==> src/rtl/device_if_pkg.sv <==
// -----------------------------------------------------------------------------
// device_if_pkg
//
// Shared definitions for the 8-bit CPU bus device interface. Every peripheral
// wrapper (LED PWM, etc.) imports this package so that the bus-side register
// bank and the device logic agree on widths and on the encoding of the bus
// transfer direction.
//
// Contents:
//   DEV_ADDR_W    default bus address width
//   DEV_DATA_W    default register / bus data width
//   DEV_NUM_REGS  default number of byte registers per device
//   dev_byte_t    one register / bus data word
//   dev_mode_e    bus transfer direction (MODE_READ / MODE_WRITE)
// -----------------------------------------------------------------------------
package device_if_pkg;

    localparam int DEV_ADDR_W   = 4;
    localparam int DEV_DATA_W   = 8;
    localparam int DEV_NUM_REGS = 16;

    typedef logic [DEV_DATA_W-1:0] dev_byte_t;

    typedef enum logic {
        MODE_READ  = 1'b0,
        MODE_WRITE = 1'b1
    } dev_mode_e;

endpackage : device_if_pkg

==> src/rtl/dev_addr_decode.sv <==
// -----------------------------------------------------------------------------
// dev_addr_decode
//
// One-hot decoder for the register bank write path. Produces a single set bit
// at position addr when en is high and addr selects an implemented register.
// Addresses at or beyond NUM_REGS match no output bit, so an out-of-range
// access decodes to all zeros without a separate range comparison.
//
// Parameters:
//   ADDR_W    address width
//   NUM_REGS  number of outputs (1..2**ADDR_W)
//
// Ports:
//   addr    in   ADDR_W    address to decode
//   en      in   1         qualifier; all outputs low when 0
//   onehot  out  NUM_REGS  decoded select, at most one bit set
// -----------------------------------------------------------------------------
module dev_addr_decode #(
    parameter int ADDR_W   = 4,
    parameter int NUM_REGS = 16
) (
    input  logic [ADDR_W-1:0]   addr,
    input  logic                en,
    output logic [NUM_REGS-1:0] onehot
);

    always_comb begin
        onehot = '0;
        for (int i = 0; i < NUM_REGS; i++) begin
            if (en && (addr == ADDR_W'(i))) begin
                onehot[i] = 1'b1;
            end
        end
    end

endmodule : dev_addr_decode

==> src/rtl/device_register_bank.sv <==
// -----------------------------------------------------------------------------
// device_register_bank
//
// Memory-mapped byte register bank sitting between the 8-bit CPU bus and one
// peripheral. The bus writes and reads registers through address / enable /
// mode; the owning device sees every register in parallel on device_data and
// can react to updates through the one-cycle wr_strobe pulse.
//
// Parameters:
//   NUM_REGS     number of byte registers (1..2**ADDR_W)
//   ADDR_W       bus address width
//   DATA_W       register and bus data width
//   RESET_VALUE  value loaded into every register on reset
//
// Ports:
//   clk          in   1                   system clock, rising edge
//   rst          in   1                   asynchronous, active-high reset
//   address      in   ADDR_W              register select
//   enable       in   1                   bus transaction qualifier
//   mode         in   1                   1 = write, 0 = read
//   data_in      in   DATA_W              write data
//   data_out     out  DATA_W              registered read data (1-cycle latency)
//   device_data  out  DATA_W x NUM_REGS   combinational view of all registers
//   wr_strobe    out  NUM_REGS            one-hot pulse for the register written
// -----------------------------------------------------------------------------
module device_register_bank
    import device_if_pkg::*;
#(
    parameter int                 NUM_REGS    = DEV_NUM_REGS,
    parameter int                 ADDR_W      = DEV_ADDR_W,
    parameter int                 DATA_W      = DEV_DATA_W,
    parameter logic [DATA_W-1:0]  RESET_VALUE = '0
) (
    input  logic                clk,
    input  logic                rst,
    input  logic [ADDR_W-1:0]   address,
    input  logic                enable,
    input  logic                mode,
    input  logic [DATA_W-1:0]   data_in,
    output logic [DATA_W-1:0]   data_out,
    output logic [DATA_W-1:0]   device_data [NUM_REGS-1:0],
    output logic [NUM_REGS-1:0] wr_strobe
);

    dev_mode_e             mode_e;
    logic                  wr_req;
    logic                  rd_req;
    logic [NUM_REGS-1:0]   wr_sel;
    logic [DATA_W-1:0]     rd_mux;
    logic [DATA_W-1:0]     regs [NUM_REGS-1:0];

    assign mode_e = dev_mode_e'(mode);
    assign wr_req = enable && (mode_e == MODE_WRITE);
    assign rd_req = enable && (mode_e == MODE_READ);

    // ---- request decode (combinational, bus cycle) ----
    dev_addr_decode #(
        .ADDR_W   (ADDR_W),
        .NUM_REGS (NUM_REGS)
    ) u_wr_decode (
        .addr   (address),
        .en     (wr_req),
        .onehot (wr_sel)
    );

    // Out-of-range addresses match no entry and leave the default of zero.
    always_comb begin
        rd_mux = '0;
        for (int i = 0; i < NUM_REGS; i++) begin
            if (address == ADDR_W'(i)) begin
                rd_mux = regs[i];
            end
        end
    end

    // ---- register update (clock edge) ----
    // The read mux samples the pre-edge contents; a read at the edge right
    // after a write therefore already sees the written value.
    always_ff @(posedge clk or posedge rst) begin
        if (rst) begin
            for (int i = 0; i < NUM_REGS; i++) begin
                regs[i] <= RESET_VALUE;
            end
        end else begin
            for (int i = 0; i < NUM_REGS; i++) begin
                if (wr_sel[i]) begin
                    regs[i] <= data_in;
                end
            end
        end
    end

    always_ff @(posedge clk or posedge rst) begin
        if (rst) begin
            wr_strobe <= '0;
        end else begin
            wr_strobe <= wr_sel;
        end
    end

    // data_out holds its last read value whenever no read is requested.
    always_ff @(posedge clk or posedge rst) begin
        if (rst) begin
            data_out <= '0;
        end else if (rd_req) begin
            data_out <= rd_mux;
        end
    end

    // ---- parallel device view (combinational) ----
    always_comb begin
        for (int i = 0; i < NUM_REGS; i++) begin
            device_data[i] = regs[i];
        end
    end

endmodule : device_register_bank

==> config.mk <==
export PLATFORM = sky130hd
export DESIGN_NAME = device_register_bank
export DESIGN_NICKNAME = d
export VERILOG_FILES = /design/src/rtl/device_if_pkg.sv /design/src/rtl/dev_addr_decode.sv /design/src/rtl/device_register_bank.sv
export SDC_FILE = /design/constraint.sdc
export NUM_CORES = 1
export LEC_CHECK = 0
export ABC_AREA = 1
export CAP_MARGIN = 25
export CORE_MARGIN = 4
export CORE_UTILIZATION = 38
export CTS_BUF_LIST = sky130_fd_sc_hd__clkbuf_8
export DETAILED_ROUTE_END_ITERATION = 6
export SLEW_MARGIN = 5
export SYNTH_ARGS = -nofsm -noshare
export SYNTH_HDL_FRONTEND = slang
export SYNTH_SLANG_ARGS = --single-unit
==> constraint.sdc <==
create_clock -name clk -period 13.19 [get_ports clk]
set_clock_uncertainty 0.2 [all_clocks]
set_input_delay 2.638 -clock clk [delete_from_list [all_inputs] [get_ports clk]]
set_output_delay 2.638 -clock clk [all_outputs]
set_load 0.005 [all_outputs]
# After elaboration in Yosys (flattened, before gate mapping)
# Index checks and enable logic that the tools add are counted.
# word_totals
regBits	152
# classes
n_eq_ne	15
muxes	32
bitwise_logic	1
reduce_logical	19
# op_table
cell	count
8-bit two-way mux	16
4-bit equality test, second input constant	8
1-bit logical AND	18
4-bit by 3-bit equality test with 1-bit output, second input constant	4
1-bit two-way mux	16
4-bit by 2-bit equality test with 1-bit output, second input constant	2
4-bit by 1-bit equality test with 1-bit output, second input constant	1
4-bit zero test	1
1-bit inverter	1

# Logic depth before layout (Yosys ltp)
# depth
ltp_word	17
mapped_depth	13
depth_no_buf	12

# By module
# Synthesis repeated with hierarchy kept, for this count alone.
# unflattened
hier_cells	663
area_unflattened_um2	6658.9
# by_module_without_submodules
mod	instances	cells_each	area_each_um2
device_register_bank	1	630	6518.8
dev_addr_decode	1	33	140.1

# Worst setup path before layout
# No wires, ideal clock.
# synth_path
path_kind	input-to-reg
from	input address[1]
to	register regs, in the netlist device_data[32]
t_arrival_ns	3.697
required_time_ns	12.857
path_slack_ns	9.159
stages	8
n_path_buf	2
cell_sequence	buf_4 nor2_4 inv_2 nor2_2 nand2_2 buf_6 nand2_1 o21ai_0
# synth_between
elab_chain_len	3
# synth_rtl
item	line	text
start, declared	device_register_bank.sv:36	input logic [ADDR_W-1:0] address,
4-bit by 3-bit equality test with 1-bit output	dev_addr_decode.sv:30	if (en && (addr == ADDR_W'(i))) begin
1-bit logical AND	dev_addr_decode.sv:30	
1-bit two-way mux	dev_addr_decode.sv:30	
end signal, assigned by index	device_register_bank.sv:87	regs[i] <= data_in;
end, declared	device_register_bank.sv:50	logic [DATA_W-1:0] regs [NUM_REGS-1:0];
# Every way passes these cells.
# A chain may end at the register's enable or synchronous reset.

# Worst setup path after layout
# layout_path
from	input address[2]
to	register data_out[4]
# layout_between
elab_chain_len	17
elab_cells_between_ends	32
cone_classes	15 x eq/ne; 16 x mux; 1 x reduce/logical
# layout_rtl
item	line	text
4-bit zero test	device_register_bank.sv:70	if (address == ADDR_W'(i)) begin
8-bit two-way mux (15 in series)	device_register_bank.sv:70	
8-bit two-way mux *	device_register_bank.sv:70	
end signal, assigned	device_register_bank.sv:106	data_out <= rd_mux;
end, declared	device_register_bank.sv:40	output logic [DATA_W-1:0] data_out,
# Every way passes the cells marked *; elsewhere a longest branch is shown, timed or not.

==> run metrics <==
post-synth top area share approximately 57%; I/O pin count around 170; area occupied by multi-input gates approximately 2400 sq um; share of cells above drive strength 1 7.351%; Slowest Stage Delay on Critical Path around 570 ps; pre-CTS WS between 7000 and 8000 ps; syn_area_per_cell 8.763 sq um; fill count 1662; Final #Nets ~930; vias in the first global route around 5600; Post-Place Cells about 1100; DP Area 8378 sq um; Hold Buf Count CTS 0; Startpoint Class primary input; Logic pwr share 24.5%; VDD IR max just over 0.06 mV; detailed-route vias per instance approximately 5.0; initial antenna violation count 1; cell at the slowest stage of the critical path clkdlybuf4s50_1; H-tree Lvls 4; CTS Buffer Depth 2; CP Data Arrival Time ~5000 ps; f_max roughly 210 MHz; switching portion of total power 29.89%; Worst-Skew Late Latency roughly 450 ps; net switching power between 0.3 and 0.4 mW; CTS root buffer clkbuf_8; Hold WS 282.0 ps; crit path kind primary input to register; worst setup path startpoint address[2]; crit-path max FO 26; Synth area leaders dfrtp_1, nand2_1, o21ai_0; Final min period between 4000 and 5000 ps; IO buf count roughly 170; fin crit share 36.50%; CTS tree yes; count leader, synth nand2_1; number of library cell types mapped by synthesis 21; YS warnings 0; worst r2r path cells 10; gpl congestion 0.8407; CP required 13380 ps; Cell Pwr Density about 140 nW/um^2; #FFs+latches synth ~150; Pre-antenna DRT Iters 5; Rows 47; initial drt markers 504; FFs w/ async S/R, synth 100.0%; most area-hungry cell type in the Yosys netlist dfrtp_1; Post-Layout Inst Area 8756 sq um; Syn Nets between 700 and 800; # diodes 0; Pint between 0.8 and 0.9 mW; Total Wirelength 20.91 mm; status complete, no violations; top cells by count, synth nand2_1, dfrtp_1, o21ai_0; Leak roughly 4.1 nW; global route total overflow 0; Num Clock Sinks 152; CTS Buf Count 17; register area share after synthesis between 50% and 60%; Sequential Area between 3000 and 4000 sq um; DP HPWL 14.72 mm; Max-Cap Viols 0; max-slew violations 0; cells after synthesis ~760; Final WS setup about 8400 ps; via count 5738; setup_tns 0 ps; Worst-Margin Slew around 740 ps; Post-Syn Area approximately 6600 sq um; Avg WL per Cell ~18 microns; prevailing post-synth register cell dfrtp_1; worst r2r src device_data[4]$_DFFE_PP0P_; # Post-CTS Setup Buffers 0; DRC errors left 0; HP Class register to register; endpoints failing setup 0; core area 16820 sq um; post-cts sizing count 0; Die Width 140.0 microns; CP endpoint data_out[4]$_DFFE_PP0P_; clock share of power between 20% and 30%; area grow syn2layout 32.34%; DIE AREA just under 20000 sq um; Worst Min Path Start data_out[0]$_DFFE_PP0P_; Post-synth EDFFs 0; largest net degree at the start of global routing 78; Reg power frac 49.7%; first-pass GRT wire length around 33 mm; Critical Path Sink Type register; Total GRT Usage roughly 22%; final hold vios 0; clock-pin slew of the registers on the worst-case setup and hold paths 80 ps; worst reg2reg path endpoint data_out[4]$_DFFE_PP0P_; Die Height ~140 microns; max_slew headroom around 50%; crit path cell chain clkdlybuf4s50_1, nor2_4, nand3_2, nor2_1, nor2_1, nand4_1, nand2_1, nand4_1, nor2_1, nand4_1, nand2_1, nand2_1; RSZ-0062 raised after global routing false; Initial Utilization 39.34%; Final Instance Count excl. Fillers roughly 1100; setup slack, reg-to-reg around 11000 ps; Post-DRT Antenna Nets 0
-- sequential cells by signal, summed over array words and instances (netlist names) --
register / flops
data_out: 8
device_data: 128
wr_strobe: 16
-- stage by stage --
step / utilization (%) / total power, mW
detailed placement: 49.81 / 0.9397
global route: 52.06 / 1.327
CTS: 51.90 / 1.263
finish: 52.06 / 1.252
floorplan: - / 0.7144
global placement: 49.81 / 0.9354
-- power groups by stage --
stage | combinational [mW] | clock, mW | sequential, mW
after floorplan | 0.0998 | 0 | 0.615
after global placement | 0.304 | 0 | 0.631
after detailed placement | 0.310 | 0 | 0.630
after CTS | 0.311 | 0.330 | 0.622
after global routing | 0.340 | 0.352 | 0.635
final | 0.307 | 0.323 | 0.622
-- layout by cell type (no fill, tap or decap) --
cell	count
nand2_1	231
clkdlybuf4s50_1	167
dfrtp_1	152
o21ai_0	115
inv_1	61
nor2_1	38
nand3_1	32
a21oi_1	24
nand4_1	24
clkbuf_8	19
o21ai_1	13
nand2_2	9
clkinv_2	8
nor2_4	7
nor2_2	6
inv_2	5
nand2_4	4
nor2_8	3
inv_4	1
nand3_2	1
inv_6	1
clkinvlp_4	1
bufinv_16	1
buf_16	1
buf_4	1
-- metal layers --
| layer | up-vias | track usage [%] | routed length, microns |
|---|---|---|---|
| li1 | 2759 | - | - |
| met1 | 2717 | 32.04 | 9815 |
| met2 | 225 | 32.03 | 9084 |
| met3 | 35 | 5.112 | 1515 |
| met4 | 2 | 7.241 | 487 |
| met5 | - | 0 | 8 |
-- final cells by class --
class                      count  area share (%)
multi-input combinational    507           27.05
clock inverter                13           1.015
clock buffer                  19           2.987
inverter                      65           2.872
tap                          220           3.144
sequential                   152           43.44
timing repair buffer         169           19.49
-- cell families (layout without fill, tap and decap cells) --
logic type	count (synthesis)	after routing	synth area share (%)
AOI/OAI and AO/OA	152	152	11.50
and+or+nand+nor	355	355	24.30
buffers and inverters	96	266	6.713
DFF	152	152	57.49
-- critical path: cells and delay by family --
family,cells,cell delay (ps)
buffers and inverters,1,570
and+or+nand+nor,11,1790
-- worst min path at each step --
stage                               to  slack [ps]  depth (start not counted)
2_1_floorplan  data_out[0]$_DFFE_PP0P_         270                          2
3_3_place_gp   data_out[6]$_DFFE_PP0P_         270                          2
3_5_place_dp   data_out[0]$_DFFE_PP0P_         270                          2
4_1_cts        data_out[0]$_DFFE_PP0P_         290                          2
5_1_grt        data_out[5]$_DFFE_PP0P_         310                          2
6_report       data_out[0]$_DFFE_PP0P_         280                          2
Note: power is estimated with default switching activity, not from simulation.
